File: config.mk
export PLATFORM = sky130hd
export DESIGN_NAME = bram_reg_responder
export DESIGN_NICKNAME = d
export VERILOG_FILES = /design/src/rtl/bram_reg_responder_pkg.sv /design/src/rtl/sync_fifo.sv /design/src/rtl/bram_reg_responder.sv
export SDC_FILE = /design/constraint.sdc
export NUM_CORES = 1
export LEC_CHECK = 0
export CAP_MARGIN = 30
export CORE_ASPECT_RATIO = 2
export CORE_MARGIN = 8
export CORE_UTILIZATION = 46
export CTS_CLUSTER_DIAMETER = 30
export DETAILED_ROUTE_END_ITERATION = 8
export PLACE_DENSITY = 0.69
export SYNTH_ARGS = -nofsm -noshare
export SYNTH_HDL_FRONTEND = slang
export SYNTH_SLANG_ARGS = --single-unit
export TNS_END_PERCENT = 50
File: constraint.sdc
create_clock -name clk -period 5.45 [get_ports clk]
set_clock_uncertainty 0.15 [all_clocks]
set_input_delay 0.545 -clock clk [delete_from_list [all_inputs] [get_ports clk]]
set_output_delay 0.545 -clock clk [all_outputs]
set_load 0.02 [all_outputs]
File: src/rtl/bram_reg_responder_pkg.sv
// Shared definitions for the BRAM-port register responder.
// Holds the register word offsets (byte address bits [11:2]), STATUS
// bit positions, the default sample FIFO depth and a STATUS packer.
package bram_reg_responder_pkg;

    localparam int DEFAULT_FIFO_DEPTH = 8;

    // Word offsets: byte offsets 0x0, 0x4, 0x8, 0xC.
    localparam logic [9:0] WOFF_CONTROL = 10'd0;
    localparam logic [9:0] WOFF_SAMPLE  = 10'd1;
    localparam logic [9:0] WOFF_STATUS  = 10'd2;
    localparam logic [9:0] WOFF_WRCOUNT = 10'd3;

    localparam int STATUS_LEVEL_LSB = 0;
    localparam int STATUS_FULL_BIT  = 8;
    localparam int STATUS_EMPTY_BIT = 9;
    localparam int STATUS_OVF_BIT   = 16;
    localparam int STATUS_DROP_LSB  = 24;

    function automatic logic [31:0] pack_status(
        input logic [7:0] level,
        input logic       full,
        input logic       empty,
        input logic       ovf,
        input logic [7:0] drop_cnt
    );
        logic [31:0] s;
        s = '0;
        s[STATUS_LEVEL_LSB +: 8] = level;
        s[STATUS_FULL_BIT]       = full;
        s[STATUS_EMPTY_BIT]      = empty;
        s[STATUS_OVF_BIT]        = ovf;
        s[STATUS_DROP_LSB +: 8]  = drop_cnt;
        return s;
    endfunction

endpackage

File: src/rtl/sync_fifo.sv
// Synchronous sample FIFO with valid/ready output side.
// Ports:
//   clk, rstn            clock, async active-low reset
//   wr_en, wr_data       push request and data (dropped if full and no pop)
//   out_valid, out_data  registered head-valid flag and head word (0 when empty)
//   out_ready            consumer accept; pop = out_valid & out_ready
//   level, full, empty   occupancy
module sync_fifo #(
    parameter  int DEPTH = 8,
    parameter  int WIDTH = 32,
    localparam int PW    = $clog2(DEPTH),
    localparam int LW    = PW + 1
) (
    input  logic             clk,
    input  logic             rstn,
    input  logic             wr_en,
    input  logic [WIDTH-1:0] wr_data,
    output logic             out_valid,
    output logic [WIDTH-1:0] out_data,
    input  logic             out_ready,
    output logic [LW-1:0]    level,
    output logic             full,
    output logic             empty
);

    logic [WIDTH-1:0] mem [DEPTH];
    logic [PW-1:0]    wr_ptr;
    logic [PW-1:0]    rd_ptr;
    logic [LW-1:0]    count;
    logic [LW-1:0]    count_next;
    logic             pop;
    logic             push;

    assign full  = (count == LW'(DEPTH));
    assign empty = (count == '0);
    assign level = count;
    assign pop   = out_valid & out_ready;
    // When full, a same-edge pop frees the slot the push lands in.
    assign push  = wr_en & (~full | pop);

    always_comb begin
        count_next = count;
        if (push && !pop)
            count_next = count + LW'(1);
        else if (pop && !push)
            count_next = count - LW'(1);
    end

    always_ff @(posedge clk or negedge rstn) begin
        if (!rstn) begin
            wr_ptr    <= '0;
            rd_ptr    <= '0;
            count     <= '0;
            out_valid <= 1'b0;
        end else begin
            if (push)
                wr_ptr <= wr_ptr + PW'(1);
            if (pop)
                rd_ptr <= rd_ptr + PW'(1);
            count     <= count_next;
            out_valid <= (count_next != '0);
        end
    end

    // Storage is not reset; the head is masked until valid.
    always_ff @(posedge clk) begin
        if (push)
            mem[wr_ptr] <= wr_data;
    end

    assign out_data = out_valid ? mem[rd_ptr] : '0;

endmodule

File: src/rtl/bram_reg_responder.sv
// BRAM-port register responder: decodes a simple BRAM-style access port
// into CONTROL / SAMPLE / STATUS / WRCOUNT registers and feeds SAMPLE
// pushes into a sample FIFO drained over a valid/ready interface.
// Ports:
//   clk, rstn                       clock, async active-low reset
//   bram_en, bram_we, bram_addr,    access strobe, byte enables (0 = read),
//   bram_din                        byte address ([11:2] decoded), write data
//   bram_dout                       registered read data
//   ctrl_word                       CONTROL register
//   sample_valid, sample_data,      FIFO head and consumer handshake
//   sample_ready
module bram_reg_responder
    import bram_reg_responder_pkg::*;
#(
    parameter int FIFO_DEPTH = DEFAULT_FIFO_DEPTH
) (
    input  logic        clk,
    input  logic        rstn,
    input  logic        bram_en,
    input  logic [3:0]  bram_we,
    input  logic [31:0] bram_addr,
    input  logic [31:0] bram_din,
    output logic [31:0] bram_dout,
    output logic [31:0] ctrl_word,
    output logic        sample_valid,
    output logic [31:0] sample_data,
    input  logic        sample_ready
);

    localparam int LW = $clog2(FIFO_DEPTH) + 1;

    logic [9:0]    word;
    logic          is_wr;
    logic          rd_en;
    logic          ctrl_wr;
    logic          status_wr;
    logic          push_req;
    logic          pop;
    logic          push_ok;
    logic          drop;
    logic [31:0]   ctrl_q;
    logic [31:0]   last_q;
    logic [31:0]   wr_count;
    logic          ovf;
    logic [7:0]    drop_cnt;
    logic [LW-1:0] fifo_level;
    logic [7:0]    level8;
    logic          fifo_full;
    logic          fifo_empty;
    logic [31:0]   rd_mux;
    logic          unused_addr_bits;

    assign unused_addr_bits = ^{bram_addr[31:12], bram_addr[1:0]};

    assign word      = bram_addr[11:2];
    assign is_wr     = |bram_we;
    assign rd_en     = bram_en & ~is_wr;
    assign ctrl_wr   = bram_en & is_wr & (word == WOFF_CONTROL);
    assign status_wr = bram_en & is_wr & (word == WOFF_STATUS);
    assign push_req  = bram_en & (bram_we == 4'hF) & (word == WOFF_SAMPLE);
    assign pop       = sample_valid & sample_ready;
    assign push_ok   = push_req & (~fifo_full | pop);
    assign drop      = push_req & fifo_full & ~pop;
    assign level8    = {{(8-LW){1'b0}}, fifo_level};
    assign ctrl_word = ctrl_q;

    sync_fifo #(
        .DEPTH (FIFO_DEPTH),
        .WIDTH (32)
    ) u_fifo (
        .clk       (clk),
        .rstn      (rstn),
        .wr_en     (push_ok),
        .wr_data   (bram_din),
        .out_valid (sample_valid),
        .out_data  (sample_data),
        .out_ready (sample_ready),
        .level     (fifo_level),
        .full      (fifo_full),
        .empty     (fifo_empty)
    );

    // Pre-edge register values, so a read racing an update sees the old value.
    always_comb begin
        rd_mux = '0;
        case (word)
            WOFF_CONTROL: rd_mux = ctrl_q;
            WOFF_SAMPLE:  rd_mux = last_q;
            WOFF_STATUS:  rd_mux = pack_status(level8, fifo_full, fifo_empty, ovf, drop_cnt);
            WOFF_WRCOUNT: rd_mux = wr_count;
            default:      rd_mux = '0;
        endcase
    end

    always_ff @(posedge clk or negedge rstn) begin
        if (!rstn) begin
            bram_dout <= '0;
            ctrl_q    <= '0;
            last_q    <= '0;
            wr_count  <= '0;
            ovf       <= 1'b0;
            drop_cnt  <= '0;
        end else begin
            if (ctrl_wr) begin
                for (int b = 0; b < 4; b++) begin
                    if (bram_we[b])
                        ctrl_q[8*b +: 8] <= bram_din[8*b +: 8];
                end
            end
            if (push_ok) begin
                last_q   <= bram_din;
                wr_count <= wr_count + 32'd1;
            end
            // A drop on the same edge as a STATUS clear wins.
            if (drop) begin
                ovf <= 1'b1;
                if (status_wr)
                    drop_cnt <= 8'd1;
                else if (drop_cnt != 8'hFF)
                    drop_cnt <= drop_cnt + 8'd1;
            end else if (status_wr) begin
                ovf      <= 1'b0;
                drop_cnt <= '0;
            end
            if (rd_en)
                bram_dout <= rd_mux;
        end
    end

endmodule

==> reports/qor.yml <==
status: "finished, final reports clean"
post-route-period-util: 0.753
dp_cells: 1626
crit_buf_inv: 2
initial_core_util: 0.465
cts_resized: 0
grt_pass1_wl_um: 60800
vias: 9641
synthFlopType: "edfxtp_1"
start_kind: "flop"
worstSetupEndpointType: "output port"
syn_inst: 1056
fin_nets: 1301
cts_tree: "built"
die_x_um: 150
cp.arrival_ns: 3.41
cts_buffer_depth: 3
ctsHtreeMaxLevel: 2
port_buffers: 146
grt_max_degree: 72
yosys_warnings: 0
critical_path.top_delay_family: "flip-flops"
ys_seq_area_frac: 0.687
first_pass_iters: 5
grt_usage: 0.190
antenna_left: 0
netlist_area_sq_mm: 0.0166
clk_pin_slew_worst_paths_ns: 0.06
slowest_stage: "dfrtp_4"
synth_edf_count: 256
overflow: 0
finalHoldViolCount: 0
num_rows: 98
cap_violations: 0
rsz0062_at_grt: "false"
wl_um: 40000
cp_cell_sequence: "buf_4, mux4_2, mux2i_1, nor2b_1, clkdlybuf4s50_1"
finalSetupViolCount: 0
max_freq_mhz: 244
yosys.cell_types.count: 43
routabilityCongestion: 0.906
min-delay-path-class: "flop to flop"
drt_iter0_markers: 721
clock_sinks: 404
wl_per_cell_um: 23.4
antenna_found_initial: 0
async_reset_ff_frac: 0.366
leakage_uw: 0.00767
slew_violations: 0
drive_gt1_frac: 0.181
max_stage_delay_ns: 0.97
setup_tns_ns: 0
cts_setup_buffers: 0
die_area_sq_mm: 0.0427
finalCriticalPeriod_ns: 4.10
reg2reg_from: "u_fifo.out_valid$_DFF_PN0_"
core_area_sq_mm: 0.0357
cp_max_fo: 41
avgSynthCellArea_sq_um: 15.7
io_pins: 169
ir_drop_uv: 387
holdBufCountCts: 1
power.density_mw_per_mm2: 419
worst_slew_pin_slew_ns: 0.950
area_growth_pct: 21.2
die_h_um: 284
path_class: "flop to output port"
slew_headroom: 0.366
n_antenna_cell: 0
min_from: "last_q[18]$_DFFE_PN0P_"
crit_start: "u_fifo.rd_ptr[0]$_DFFE_PN0P_"
syn-num-nets: 1135
ys_ff_latch: 404
drcViolationCount: 0
cts_root_buf: "clkbuf_16"
hpwl_um: 26900
grt_pass1_vias: 10300
numCtsBuffers: 43
final_cells: 1706
vias_per_cell: 5.65
clkLatencyLatePin_ns: 0.54
required_ns: 4.76
-- layout make-up --
class / count / area, sq um
Sequential cell: 404 / 11400
Clock buffer: 48 / 1140
Timing Repair Buffer: 176 / 1690
Multi-Input combinational cell: 587 / 4980
Inverter: 10 / 37.5
Tap cell: 450 / 563
Fill cell: 2754 / 15600
Clock inverter: 31 / 290
-- Yosys cell counts, types with 10 or more instances --
| cell type | instances | share of area |
|---|---|---|
| edfxtp_1 | 256 | 0.46 |
| nand2_1 | 177 | 0.040 |
| dfrtp_1 | 148 | 0.22 |
| mux4_2 | 64 | 0.087 |
| mux2i_1 | 53 | 0.032 |
| clkbuf_1 | 36 | 0.0082 |
| mux2_2 | 34 | 0.023 |
| a22o_1 | 32 | 0.017 |
| nor2b_1 | 32 | 0.012 |
| xnor2_1 | 27 | 0.014 |
| o21ai_0 | 22 | 0.0066 |
| nand3_1 | 16 | 0.0048 |
| a222oi_1 | 15 | 0.0091 |
| buf_1 | 14 | 0.0032 |
| nand4_1 | 13 | 0.0049 |
| nor3_1 | 13 | 0.0039 |
| nor2_1 | 11 | 0.0025 |
| xor2_1 | 11 | 0.0058 |
| inv_1 | 10 | 0.0023 |
-- layer usage --
metal  vias to the layer above  GRT usage  share of wire
met2                       264      0.345           0.55
met1                      4965      0.213           0.37
met3                        84     0.0286          0.039
li1                       4328          -              -
met5                         -          0              0
met4                         0     0.0826          0.039
-- per-stage QoR --
step | power, uW | hold slack (ns) | setup slack (ns) | util | instance area, sq um
floorplan | 4790 | 0.0994 | 0.320 | - | 16600
global placement | 5650 | 0.308 | 1.49 | 0.523 | 18700
detailed placement | 5680 | 0.314 | 1.42 | 0.523 | 18700
CTS | 8530 | 0.331 | 1.20 | 0.563 | 20100
global route | 8740 | 0.344 | 1.12 | 0.563 | 20100
finish | 8410 | 0.328 | 1.35 | 0.563 | 20100
-- where the power goes --
| part | internal, uW | switching (uW) |
|---|---|---|
| logic | 1080 | 949 |
| registers | 3300 | 222 |
| clock network | 1570 | 1290 |
-- cells in the final DEF (no fill, tap or decap), types with 4 or more instances in the layout --
cell type / Yosys / routed
nor2_1: 11 / 7
o21ai_0: 22 / 22
a21oi_1: 6 / 6
nand3_1: 16 / 16
nand2b_1: 4 / 4
nor2b_1: 32 / 32
a22o_1: 32 / 32
nand2_1: 177 / 177
clkinv_8: 0 / 4
nor4_1: 7 / 5
a222oi_1: 15 / 15
xnor2_1: 27 / 27
xor2_1: 11 / 11
nor3_2: 4 / 9
mux2_2: 34 / 34
edfxtp_1: 256 / 256
nor3_1: 13 / 8
ha_1: 7 / 7
nor2_2: 0 / 4
or4_1: 6 / 6
clkdlybuf4s50_1: 0 / 145
mux2i_1: 53 / 53
inv_6: 0 / 5
inv_1: 10 / 10
buf_4: 0 / 28
dfrtp_1: 148 / 145
clkinvlp_4: 0 / 6
mux4_2: 64 / 64
and3_1: 7 / 7
nand4_1: 13 / 13
clkinv_4: 0 / 5
or3_1: 6 / 6
clkbuf_16: 0 / 45
-- tightest hold or removal path, cell delays in order, from the launching register on --
cell,delay [ns]
dfrtp_1,0.34
nand2_1,0.05
nand2_1,0.05
-- final timing paths --
check / cells after the start / to / slack (ns)
worst max-delay path: 5 / sample_data[1] / 1.35
worst min-delay path: 2 / last_q[18]$_DFFE_PN0P_ / 0.33
worst max register to register: 6 / u_fifo.mem[6][0]$_DFFE_PP_ / 2.40
worst min register to register: 2 / last_q[18]$_DFFE_PN0P_ / 0.33
max in group asynchronous: 3 / ctrl_word[25]$_DFFE_PN0P_ / 3.51
min in group asynchronous: 2 / ctrl_word[7]$_DFFE_PN0P_ / 0.41
-- kinds of logic (layout without fill, tap and decap cells) --
family,count (synthesis),in the layout,share of synthesized area
flops,404,404,0.687
simple gates,311,311,0.0921
xor+xnor,38,38,0.0201
buf+inv,65,265,0.0162
compound gates,80,80,0.0372
fa+ha+maj,7,7,0.00528
mux,151,151,0.142
-- flip-flops by register name (all words and copies together) (netlist names), 3 cells and up --
signal	cells
bram_dout	32
ctrl_word	32
drop_cnt	8
last_q	32
u_fifo.level	4
u_fifo.mem	256
u_fifo.rd_ptr	3
u_fifo.wr_ptr	3
wr_count	32
Note: power is estimated with default switching activity, not from simulation.
